`src/rtl/genesis_pad_pkg.sv`:
```
// Shared constants and the pin-mapping helper for the Genesis/Mega Drive pad responder.
package genesis_pad_pkg;

  localparam int BT_UP    = 0;
  localparam int BT_DOWN  = 1;
  localparam int BT_LEFT  = 2;
  localparam int BT_RIGHT = 3;
  localparam int BT_A     = 4;
  localparam int BT_B     = 5;
  localparam int BT_C     = 6;
  localparam int BT_START = 7;
  localparam int BT_X     = 8;
  localparam int BT_Y     = 9;
  localparam int BT_Z     = 10;
  localparam int BT_MODE  = 11;

  localparam int DEFAULT_TIMEOUT_CYCLES = 75000;

  typedef enum logic [2:0] {
    E_IDLE  = 3'd0,
    E_ONE   = 3'd1,
    E_TWO   = 3'd2,
    E_EXTRA = 3'd3,
    E_DONE  = 3'd4
  } phase_e;

  typedef struct packed {
    logic p9;
    logic p6;
    logic p4;
    logic p3;
    logic p2;
    logic p1;
  } pins_t;

  // Active-low DB9 levels for a given Select level, falling-edge count and button set.
  function automatic pins_t pad_pins(input logic sel, input phase_e e, input logic [11:0] b);
    pins_t p;
    p.p6 = sel ? ~b[BT_B] : ~b[BT_A];
    p.p9 = sel ? ~b[BT_C] : ~b[BT_START];
    if (sel) begin
      if (e == E_EXTRA) begin
        p.p1 = ~b[BT_Z];
        p.p2 = ~b[BT_Y];
        p.p3 = ~b[BT_X];
        p.p4 = ~b[BT_MODE];
      end else begin
        p.p1 = ~b[BT_UP];
        p.p2 = ~b[BT_DOWN];
        p.p3 = ~b[BT_LEFT];
        p.p4 = ~b[BT_RIGHT];
      end
    end else begin
      case (e)
        E_EXTRA: {p.p4, p.p3, p.p2, p.p1} = 4'b0000;
        E_DONE:  {p.p4, p.p3, p.p2, p.p1} = 4'b1111;
        default: {p.p4, p.p3, p.p2, p.p1} = {2'b00, ~b[BT_DOWN], ~b[BT_UP]};
      endcase
    end
    return p;
  endfunction

endpackage

```
`src/rtl/genesis_pad_responder_sync_2ff.sv`:
```
// Two-flop synchronizer with a parameterised width and reset value.
module sync_2ff #(
  parameter int           W       = 1,
  parameter logic [W-1:0] RST_VAL = '0
) (
  input  logic         clk,
  input  logic         rst,
  input  logic [W-1:0] d,
  output logic [W-1:0] q
);

  logic [W-1:0] meta_d, meta_q;
  logic [W-1:0] sync_d, sync_q;

  always_comb begin
    meta_d = d;
    sync_d = meta_q;
  end

  // NOTE: non-blocking assignments so both stages sample their old values on the same edge.
  always_ff @(posedge clk) begin
    if (rst) begin
      meta_q <= RST_VAL;
      sync_q <= RST_VAL;
    end else begin
      meta_q <= meta_d;
      sync_q <= sync_d;
    end
  end

  assign q = sync_q;

endmodule

```
`src/rtl/genesis_pad_responder.sv`:
```
// Peripheral side of the DB9 Select protocol: counts Select falls, times out, drives the pins.
module genesis_pad_responder
  import genesis_pad_pkg::*;
#(
  parameter bit MODO6          = 1'b1,
  parameter int TIMEOUT_CYCLES = DEFAULT_TIMEOUT_CYCLES,
  parameter int CW             = 17
) (
  input  logic        Clock50,
  input  logic        Reset,
  input  logic        Select,
  input  logic [11:0] Botoes,
  output logic        Pino1,
  output logic        Pino2,
  output logic        Pino3,
  output logic        Pino4,
  output logic        Pino6,
  output logic        Pino9,
  output logic [2:0]  Fase
);

  localparam logic [CW-1:0] TMO_MAX = CW'(TIMEOUT_CYCLES - 1);

  logic        sel_s;
  logic [11:0] btn_s;

  sync_2ff #(.W(1), .RST_VAL(1'b1)) u_sync_sel (
    .clk (Clock50),
    .rst (Reset),
    .d   (Select),
    .q   (sel_s)
  );

  sync_2ff #(.W(12), .RST_VAL(12'h000)) u_sync_btn (
    .clk (Clock50),
    .rst (Reset),
    .d   (Botoes),
    .q   (btn_s)
  );

  logic          sel_prev_d, sel_prev_q;
  logic [CW-1:0] tmo_d, tmo_q;
  phase_e        e_d, e_q;
  pins_t         pins_d, pins_q;
  logic          sel_edge, sel_fall, expired;

  // NOTE: every always_comb output gets a default first so no path leaves it unassigned (no latch).
  always_comb begin
    sel_prev_d = sel_s;
    sel_edge   = sel_s ^ sel_prev_q;
    sel_fall   = sel_prev_q & ~sel_s;
    expired    = (tmo_q == TMO_MAX);

    tmo_d = tmo_q;
    if (sel_edge)      tmo_d = '0;
    else if (!expired) tmo_d = tmo_q + CW'(1);

    // A fall on the expiry cycle wins: it starts a fresh sequence at E=1.
    e_d = e_q;
    if (!MODO6)             e_d = E_IDLE;
    else if (sel_fall) begin
      if (expired)          e_d = E_ONE;
      else if (e_q != E_DONE) e_d = phase_e'(e_q + 3'd1);
    end else if (expired)   e_d = E_IDLE;

    // Pins use the next E so they change on the same edge as Fase.
    pins_d = pad_pins(sel_s, e_d, btn_s);
  end

  always_ff @(posedge Clock50) begin
    if (Reset) begin
      sel_prev_q <= 1'b1;
      tmo_q      <= '0;
      e_q        <= E_IDLE;
      pins_q     <= '1;
    end else begin
      sel_prev_q <= sel_prev_d;
      tmo_q      <= tmo_d;
      e_q        <= e_d;
      pins_q     <= pins_d;
    end
  end

  assign Pino1 = pins_q.p1;
  assign Pino2 = pins_q.p2;
  assign Pino3 = pins_q.p3;
  assign Pino4 = pins_q.p4;
  assign Pino6 = pins_q.p6;
  assign Pino9 = pins_q.p9;
  assign Fase  = e_q;

endmodule

```
`config.mk`:
```
export PLATFORM = sky130hd
export DESIGN_NAME = genesis_pad_responder
export DESIGN_NICKNAME = d
export VERILOG_FILES = /design/src/rtl/genesis_pad_pkg.sv /design/src/rtl/genesis_pad_responder_sync_2ff.sv /design/src/rtl/genesis_pad_responder.sv
export SDC_FILE = /design/constraint.sdc
export NUM_CORES = 1
export LEC_CHECK = 0
export BUFFER_PORTS_ARGS = -buffer_cell sky130_fd_sc_hd__buf_2
export CAP_MARGIN = 10
export CORE_MARGIN = 4
export CORE_UTILIZATION = 30
export DETAILED_ROUTE_END_ITERATION = 6
export GPL_ROUTABILITY_DRIVEN = 0
export GPL_TIMING_DRIVEN = 0
export HOLD_SLACK_MARGIN = 0.05
export SYNTH_ARGS = -nofsm -noshare
export SYNTH_HDL_FRONTEND = slang
export SYNTH_SLANG_ARGS = --single-unit
```
`constraint.sdc`:
```
create_clock -name Clock50 -period 2.1 [get_ports Clock50]
set_input_delay 0.525 -clock Clock50 [delete_from_list [all_inputs] [get_ports Clock50]]
set_output_delay 0.525 -clock Clock50 [all_outputs]
set_load 0.05 [all_outputs]
```
**Word level (Yosys, flattened, before mapping)**

Cells that the tools add are included.

- Add/subtract/negate cells: 2
- Eq/ne operators: 4
- Mux-type cells: 9
- Bitwise gates (word level): 15
- Reductions and logical operators: 1

Operators with widths:

| operator | number |
|---|---|
| $add 17x1->17 const B | 1 |
| $eq 17x17->1 const B | 1 |
| $not 1->1 | 13 |
| $mux 3 | 4 |
| $mux 4 | 2 |
| $pmux 4 s2 | 1 |
| $add 3x1->3 const B | 1 |
| $eq 3x2->1 const B | 1 |
| $eq 3x3->1 const B | 1 |
| $ne 3x3->1 const B | 1 |
| $mux 1 | 2 |
| $reduce_or 2->1 | 1 |
| $and 1x1->1 | 1 |
| $xor 1x1->1 | 1 |

- Register bits after elaboration: 53
- Input bits: 15
- Output and inout bits: 9
- Logic and storage cells: 44

**Logic depth before layout (Yosys ltp)**

Gate-level depths: netlist (run 1).

- Word-level depth: 7
- Gate-level depth with buffers: 8
- Depth with buffers taken out: 7

**By module**

From an unflattened synthesis (run 1), not the netlist that was laid out.

- Cells, all modules: 202
- Area, all modules: 2,108.3 um^2

By module, submodules not included:

| module | instances | cells each | area an instance (um^2) | sequential area each (um^2) |
|---|---|---|---|---|
| genesis_pad_responder | 1 | 148 | 1,362.6 | 540.5 |
| sync_2ff at u_sync_btn | 1 | 50 | 693.2 | 480.5 |
| sync_2ff at u_sync_sel | 1 | 4 | 52.6 | 40.0 |

**Worst setup path before layout (run 1)**

Ideal clock, no wire load.

- Path kind: flip-flop to flip-flop
- From: register e_q[0] (netlist: Fase[0])
- To: register pins_q, in the netlist Pino3
- Setup time: 0.114 ns
- Arrival time: 1.981 ns
- Data required time: 1.986 ns
- Slack: 0.005 ns
- Stages on the path, launching flop included: 8
- Path buffers: 0
- Period minus slack after synthesis: 2.095 ns
- Cells stage by stage: dfxtp_1 inv_1 ha_1 nand3b_1 a211oi_1 o21ai_2 mux2i_1 a21o_1

- Cells in the longest elaborated chain, start to end: 7
- Elaborated cells on any way between the ends: 11
- Classes of those cells: 1 x add/sub; 3 x eq/ne; 7 x mux

RTL lines:

| element | line | RTL |
|---|---|---|
| start: declaration | genesis_pad_responder.sv:43 | `phase_e e_d, e_q;` |
| start signal: assignment | genesis_pad_responder.sv:74 | `e_q <= E_IDLE;` |
| start signal: assignment | genesis_pad_responder.sv:79 | `e_q <= e_d;` |
| $add 3x1->3 / $ne 3x3->1 (equally long branches) | genesis_pad_responder.sv:63 | `else if (e_q != E_DONE) e_d = phase_e'(e_q + 3'd1);` |
| $mux 3 | genesis_pad_responder.sv:63 |  |
| $mux 3 | genesis_pad_responder.sv:62 | `if (expired) e_d = E_ONE;` |
| $mux 3 * | genesis_pad_responder.sv:61 | `else if (sel_fall) begin` |
| $eq 3x3->1 / $eq 3x2->1 (equally long branches) | genesis_pad_pkg.sv:54, genesis_pad_pkg.sv:42 |  |
| $pmux 4 s2 / $mux 4 (equally long branches) | genesis_pad_pkg.sv:54, genesis_pad_pkg.sv:42 |  |
| $mux 4 * | genesis_pad_pkg.sv:41 | `if (sel) begin` |
| end signal: assignment | genesis_pad_responder.sv:80 | `pins_q <= pins_d;` |
| end: declaration | genesis_pad_responder.sv:44 | `pins_t pins_d, pins_q;` |

Mark *: on every way between the ends. The rest lies on a longest branch, timed or not.
A chain may end at the register's enable or synchronous reset.

**Worst setup path in the final report (run 1)**

- From: register e_q[0] (netlist: Fase[0])
- To: register pins_q, in the netlist Pino4

The elaborated chain is that of the path after synthesis.

==> impl_metrics.env, run 1 <==
export IMPL_status="complete, no violations"
export IMPL_synth_area_leaders="dfxtp_1, nor2b_1, nor2_1"
export IMPL_synth_ff_type="dfxtp_1"
export IMPL_hp_class="in2reg"
export IMPL_synth_mux_area_share_pct=3.16
export IMPL_viasPerCell=4.50
export IMPL_yosys_area_share_simple_pct=27.3
export IMPL_ys_seq_area_share_pct=52.5
export IMPL_path_delay_family="compound AO/OA/AOI/OAI gates"
export IMPL_syn_to_final_growth_pct=15.5
export IMPL_cts_setup_buffers=0
export IMPL_wl_um=3190
export IMPL_stdcell_area_um2=2330
export IMPL_wl_per_cell_um=10.4
export IMPL_async_reset_ff_share_pct=0
export IMPL_cts_hold_fix_buffers=0
export IMPL_htreeDepth=2
export IMPL_syn_avg_cell_area_um2=10.2
export IMPL_portBuffers=23
export IMPL_grtUsageTotal_pct=8.70
export IMPL_power_w=0.00176
export IMPL_cts_resized=0
export IMPL_yosysTopAreaCell="dfxtp_1"
export IMPL_cts_path_max_buffers=2
export IMPL_synth_top_area_share_pct=52.5
export IMPL_fp_row_count=29
export IMPL_syn_cell_area_um2=2020
export IMPL_worst_setup_path_end_kind="flop"
export IMPL_clk_latency_ps=300
export IMPL_cts_tree="yes"
export IMPL_layout_drive_gt1_share_pct=21.3
export IMPL_layout_common_cells="dfxtp_1, nor2b_1, buf_2"
export IMPL_die_w_um=90.1
export IMPL_drt_pass1_iterations=4
export IMPL_ant_nets=0
export IMPL_hpwlAfterDp_um=2340
export IMPL_drv_cap=0
export IMPL_cp_required_ps=2300
export IMPL_fill_cells=666
export IMPL_p_leak_nw=0.921
export IMPL_setup_tns_ps=0
export IMPL_grt_start_max_net_pins=18
export IMPL_relSlewSlack_pct=70.4
export IMPL_synth_top_family_by_area="simple AND/OR/NAND/NOR gates"
export IMPL_vias=1382
export IMPL_critPathLaunchType="flop"
export IMPL_start_util_pct=31.3
export IMPL_synth_xor_area_share_pct=5.63
export IMPL_synth_edf_count=0
export IMPL_ys_types=39
export IMPL_rsz0062_at_grt="false"
export IMPL_clkSinkCount=53
export IMPL_path_cells="ha_1 -> or2_2 -> a211oi_1 -> o21ai_2 -> mux2i_1 -> a21o_1"
export IMPL_synth_compound_area_share_pct=6.19
export IMPL_slowest_stage="dfxtp_2"
export IMPL_pwr_density_cell_nw_per_um2=756
export IMPL_drv_slew=0
export IMPL_slowest_delay_ps=360
export IMPL_grt_pass1_vias=1348
export IMPL_path_buf_inv=0
export IMPL_dieArea_um2=8120
export IMPL_synthCells=199
export IMPL_drc_errors=0
export IMPL_fmax_ghz=0.533
export IMPL_antennaDiodeCount=0
export IMPL_crit_type="reg2reg"
export IMPL_die_h_um=90.1
export IMPL_period_needed_ps=1880
export IMPL_finalNetCount=248
export IMPL_post_synth_fa_ha_maj_area_fraction_pct=2.48
export IMPL_drt_iter0_markers=36
export IMPL_fin_skew_ps=8.25
export IMPL_ys_warn_count=0
export IMPL_path_max_fanout=7
export IMPL_grt_overflow_total=0
export IMPL_cp_arrival_ps=2080
export IMPL_grt_pass1_wl_um=5870
export IMPL_yosys_register_bits=53
export IMPL_final_common_cell="dfxtp_1"
export IMPL_dpl_instance_area_um2=2230
export IMPL_finalSetupViolations=0
export IMPL_post_route_period_util_pct=89.3
export IMPL_final_core_util_pct=36.1
export IMPL_core_um2=6460
export IMPL_ir_drop_mv=0.370
export IMPL_cts_buffers=5
export IMPL_clock_root_buffer="clkbuf_8"
export IMPL_worstMarginPinSlew_ps=444
export IMPL_clk_pin_slew_worst_paths_ps=100
export IMPL_ios=24
export IMPL_syn_nets=218
export IMPL_hold_violations=0
export IMPL_antenna_found_initial=0
==> through the flow <==
step           worst slack, ps  instances  hold WS [ps]
6_report                   224        307           396
4_1_cts                    153        307           387
3_5_place_dp               181        299           398
5_1_grt                   72.3        307           395
3_3_place_gp               180        299           394
2_1_floorplan             4.58        199           389
==> cell type report <==
cell class | count | area [um^2] | share of cell area, %
buffer | 7 | 33.8 | 1.45
timing repair buffer | 23 | 115 | 4.93
inverter | 6 | 22.5 | 0.965
tap | 77 | 96.3 | 4.13
clock buffer | 6 | 82.6 | 3.54
clock inverter | 2 | 16.3 | 0.697
multi-input combinational | 133 | 905 | 38.7
sequential | 53 | 1060 | 45.6
==> registers in the layout, indices dropped and copies added, names as in the netlist <==
signal             cells
tmo_q                 17
u_sync_btn.meta_q     12
u_sync_btn.q          12
Fase                   3
Pino1                  1
Pino2                  1
Pino3                  1
Pino4                  1
Pino6                  1
Pino9                  1
sel_prev_q             1
u_sync_sel.meta_q      1
u_sync_sel.q           1
==> final timing paths <==
| kind | endpoint | slack (ps) | start | depth (start not counted) |
|---|---|---|---|---|
| worst min register to register | u_sync_sel.q | 420 | u_sync_sel.meta_q | 1 |
| worst min-delay path | u_sync_sel.meta_q | 400 | Select | 2 |
| worst max register to register | Pino4 | 220 | Fase[0] | 6 |
| worst max-delay path | Pino4 | 220 | Fase[0] | 6 |
==> logic make-up (layout without fill, tap and decap cells) <==
| group | after synthesis | in the layout |
|---|---|---|
| compound gates | 20 | 20 |
| xor+xnor | 13 | 13 |
| fa+ha+maj | 4 | 4 |
| buf+inv | 13 | 44 |
| flops | 53 | 53 |
| mux | 6 | 6 |
| simple gates | 90 | 90 |
==> power by group <==
group	leakage [nW]	switching, W	internal [W]
Sequential	0.434	0.0000130	0.00104
Combinational	0.439	0.0000621	0.0000446
Clock	0.0478	0.000335	0.000272
Total	0.921	0.000410	0.00135
==> Yosys cell counts (2+ instances only) <==
cell type	number
dfxtp_1	53
a21o_1	2
clkbuf_1	5
xor2_1	7
nor4b_4	2
nand2_1	10
nor2_1	17
nor2b_1	26
xnor2_1	6
inv_1	5
a21oi_1	4
nand3_1	5
and4_1	2
nand4_1	6
and4b_1	2
or3_1	3
buf_4	2
ha_1	4
o21ai_0	6
a31oi_1	2
or2_2	4
a211oi_1	2
mux2i_1	3
mux2_2	3
nor3_1	4
==> worst reg2reg max path: cells and delay by family (launching register included) <==
family	cells	cell delay, ps
multiplexers	1	150
adder cells (fa/ha/maj)	1	260
AO/OA/AOI/OAI	3	710
AND/OR/NAND/NOR	1	290
flip-flops	1	360
==> routing by layer <==
| metal | vias up | global-route usage [%] | part of all wire (%) |
|---|---|---|---|
| met4 | 0 | 3.44 | 1.5 |
| li1 | 729 | - | - |
| met2 | 25 | 14.7 | 47 |
| met3 | 5 | 2.42 | 4.7 |
| met5 | - | 0 | 0 |
| met1 | 623 | 10.4 | 46 |
(Power assumes the default switching activity.)
==> inputs of run 2 (changes only) <==
--- a/config.mk
+++ b/config.mk
@@ -9,6 +9,7 @@
 export CAP_MARGIN = 10
 export CORE_MARGIN = 4
 export CORE_UTILIZATION = 30
+export CTS_CLUSTER_DIAMETER = 50
 export DETAILED_ROUTE_END_ITERATION = 6
 export GPL_ROUTABILITY_DRIVEN = 0
 export GPL_TIMING_DRIVEN = 0
==> constraint.sdc (replaced) <==
create_clock -name Clock50 -period 1.8 [get_ports Clock50]
set_input_delay 0.45 -clock Clock50 [delete_from_list [all_inputs] [get_ports Clock50]]
set_output_delay 0.45 -clock Clock50 [all_outputs]
set_load 0.05 [all_outputs]
==> impl_metrics.env, run 2 (synthesis results as in run 1) <==
export IMPL_grt_pass1_wl_um=5760
export IMPL_fp_row_count=29
export IMPL_cts_buffers=5
export IMPL_wl_um=3270
export IMPL_path_buf_inv=0
export IMPL_cts_hold_fix_buffers=0
export IMPL_grt_overflow_total=0
export IMPL_clock_root_buffer="clkbuf_8"
export IMPL_status="complete, no violations"
export IMPL_die_w_um=90.1
export IMPL_start_util_pct=31.3
export IMPL_drc_errors=0
export IMPL_r2r_start="tmo_q[0]"
export IMPL_seqCellArea_um2=1070
export IMPL_drt_pass1_iterations=4
export IMPL_finalNetCount=250
export IMPL_path_depth=6
export IMPL_r2r_end="Fase[0]"
export IMPL_path_max_fanout=10
export IMPL_critPathLaunchType="flop"
export IMPL_layout_common_cells="dfxtp_1, nor2b_1, buf_2"
export IMPL_path_cells="ha_1 -> and4b_1 -> nand4_4 -> mux2_2 -> a22oi_1 -> nor2_1"
export IMPL_dieArea_um2=8120
export IMPL_clkSinkCount=53
export IMPL_clk_pin_slew_worst_paths_ps=90
export IMPL_cts_tree="yes"
export IMPL_place_inst=299
export IMPL_layout_cells_non_filler=309
export IMPL_fin_skew_ps=6.94
export IMPL_worst_setup_path_end_kind="flop"
export IMPL_grt_pass1_vias=1333
export IMPL_period_needed_ps=1740
export IMPL_finalSetupViolations=0
export IMPL_hp_class="in2reg"
export IMPL_ios=24
export IMPL_vias=1376
export IMPL_final_common_cell="dfxtp_1"
export IMPL_startpoint="tmo_q[0]"
export IMPL_r2r_slack_ps=60
export IMPL_slowest_delay_ps=400
export IMPL_multi_input_area_um2=951
export IMPL_syn_to_final_growth_pct=19.3
export IMPL_cp_arrival_ps=1910
export IMPL_regMostFlops="tmo_q"
export IMPL_critPathCapture="Fase[0]"
export IMPL_slowest_stage="dfxtp_1"
export IMPL_fill_cells=669
export IMPL_antennaDiodeCount=0
export IMPL_portBuffers=23
export IMPL_p_leak_nw=0.934
export IMPL_power_w=0.00205
export IMPL_htreeDepth=2
export IMPL_die_h_um=90.1
export IMPL_fmax_ghz=0.576
export IMPL_post_route_period_util_pct=96.4
export IMPL_largest_reg_flops=17
export IMPL_drt_iter0_markers=37
export IMPL_cp_required_ps=1980
export IMPL_drv_slew=0
export IMPL_pwr_density_cell_nw_per_um2=850
export IMPL_grt_start_max_net_pins=18
export IMPL_relSlewSlack_pct=70.5
export IMPL_ant_nets=0
export IMPL_wl_per_cell_um=10.6
export IMPL_viasPerCell=4.45
export IMPL_grtUsageTotal_pct=8.49
export IMPL_r2r_cells=6
export IMPL_cts_path_max_buffers=2
export IMPL_hold_violations=0
export IMPL_path_delay_family="simple AND/OR/NAND/NOR gates"
export IMPL_antenna_found_initial=0
export IMPL_crit_type="reg2reg"
export IMPL_core_um2=6460
export IMPL_layout_drive_gt1_share_pct=26.3
export IMPL_worstMarginPinSlew_ps=443
export IMPL_ir_drop_mv=0.447
export IMPL_clk_latency_ps=300
export IMPL_drv_cap=0
export IMPL_hpwlAfterDp_um=2360
-- run 2: worst register-to-register path, delay by kind of cell, from the launching register on --
| family | cells | cell delay [ps] |
|---|---|---|
| AOI/OAI and AO/OA | 1 | 180 |
| DFF | 1 | 400 |
| and+or+nand+nor | 3 | 520 |
| muxes | 1 | 330 |
| adders and majority gates | 1 | 200 |
-- run 2: per-stage QoR --
step	setup slack (ps)	TNS, ps	instance area (um^2)	hold slack (ps)	util (%)
floorplan	18.4	0	2030	389	-
global placement	-89.7	-416	2240	395	34.7
detailed placement	-94.6	-560	2240	395	34.7
CTS	6.41	0	2360	318	36.5
global route	-32.3	-67.9	2410	327	37.3
finish	64.8	0	2410	330	37.3
-- run 2: how the worst min path moves through the flow --
stage                              endpoint  depth (start not counted)  slack (ps)               from
after global routing      u_sync_sel.meta_q                          2         330             Select
after CTS                 u_sync_sel.meta_q                          2         320             Select
final                     u_sync_sel.meta_q                          2         330             Select
after floorplan                u_sync_sel.q                          1         390  u_sync_sel.meta_q
after detailed placement       u_sync_sel.q                          1         390  u_sync_sel.meta_q
after global placement         u_sync_sel.q                          1         390  u_sync_sel.meta_q
-- run 2: what timing repair did --
action | in CTS | in global routing
setup endpoints to repair | 4 | 16
gates resized for setup | 4 | 11
pin swaps | 0 | 8
setup buffers | 0 | 3
-- run 2: routing by layer --
metal	share of wire, %	track usage [%]
met1	48	9.57
met2	47	15.4
met3	4.6	2.34
met4	0.61	2.68
met5	0	0
-- run 2: final cells by class --
cell class | count | share of cell area, %
Buffer | 6 | 1.24
Clock buffer | 6 | 3.42
Clock inverter | 2 | 0.674
Inverter | 6 | 1.09
Multi-Input combinational cell | 133 | 39.4
Sequential cell | 53 | 44.5
Tap cell | 77 | 3.99
Timing Repair Buffer | 26 | 5.71
-- run 2: power breakdown --
part           leakage, nW  total [W]  internal, W  switching (W)
Combinational        0.451   0.000135    0.0000585      0.0000765
Sequential           0.436    0.00122      0.00121      0.0000165
Clock               0.0478   0.000691     0.000317       0.000374
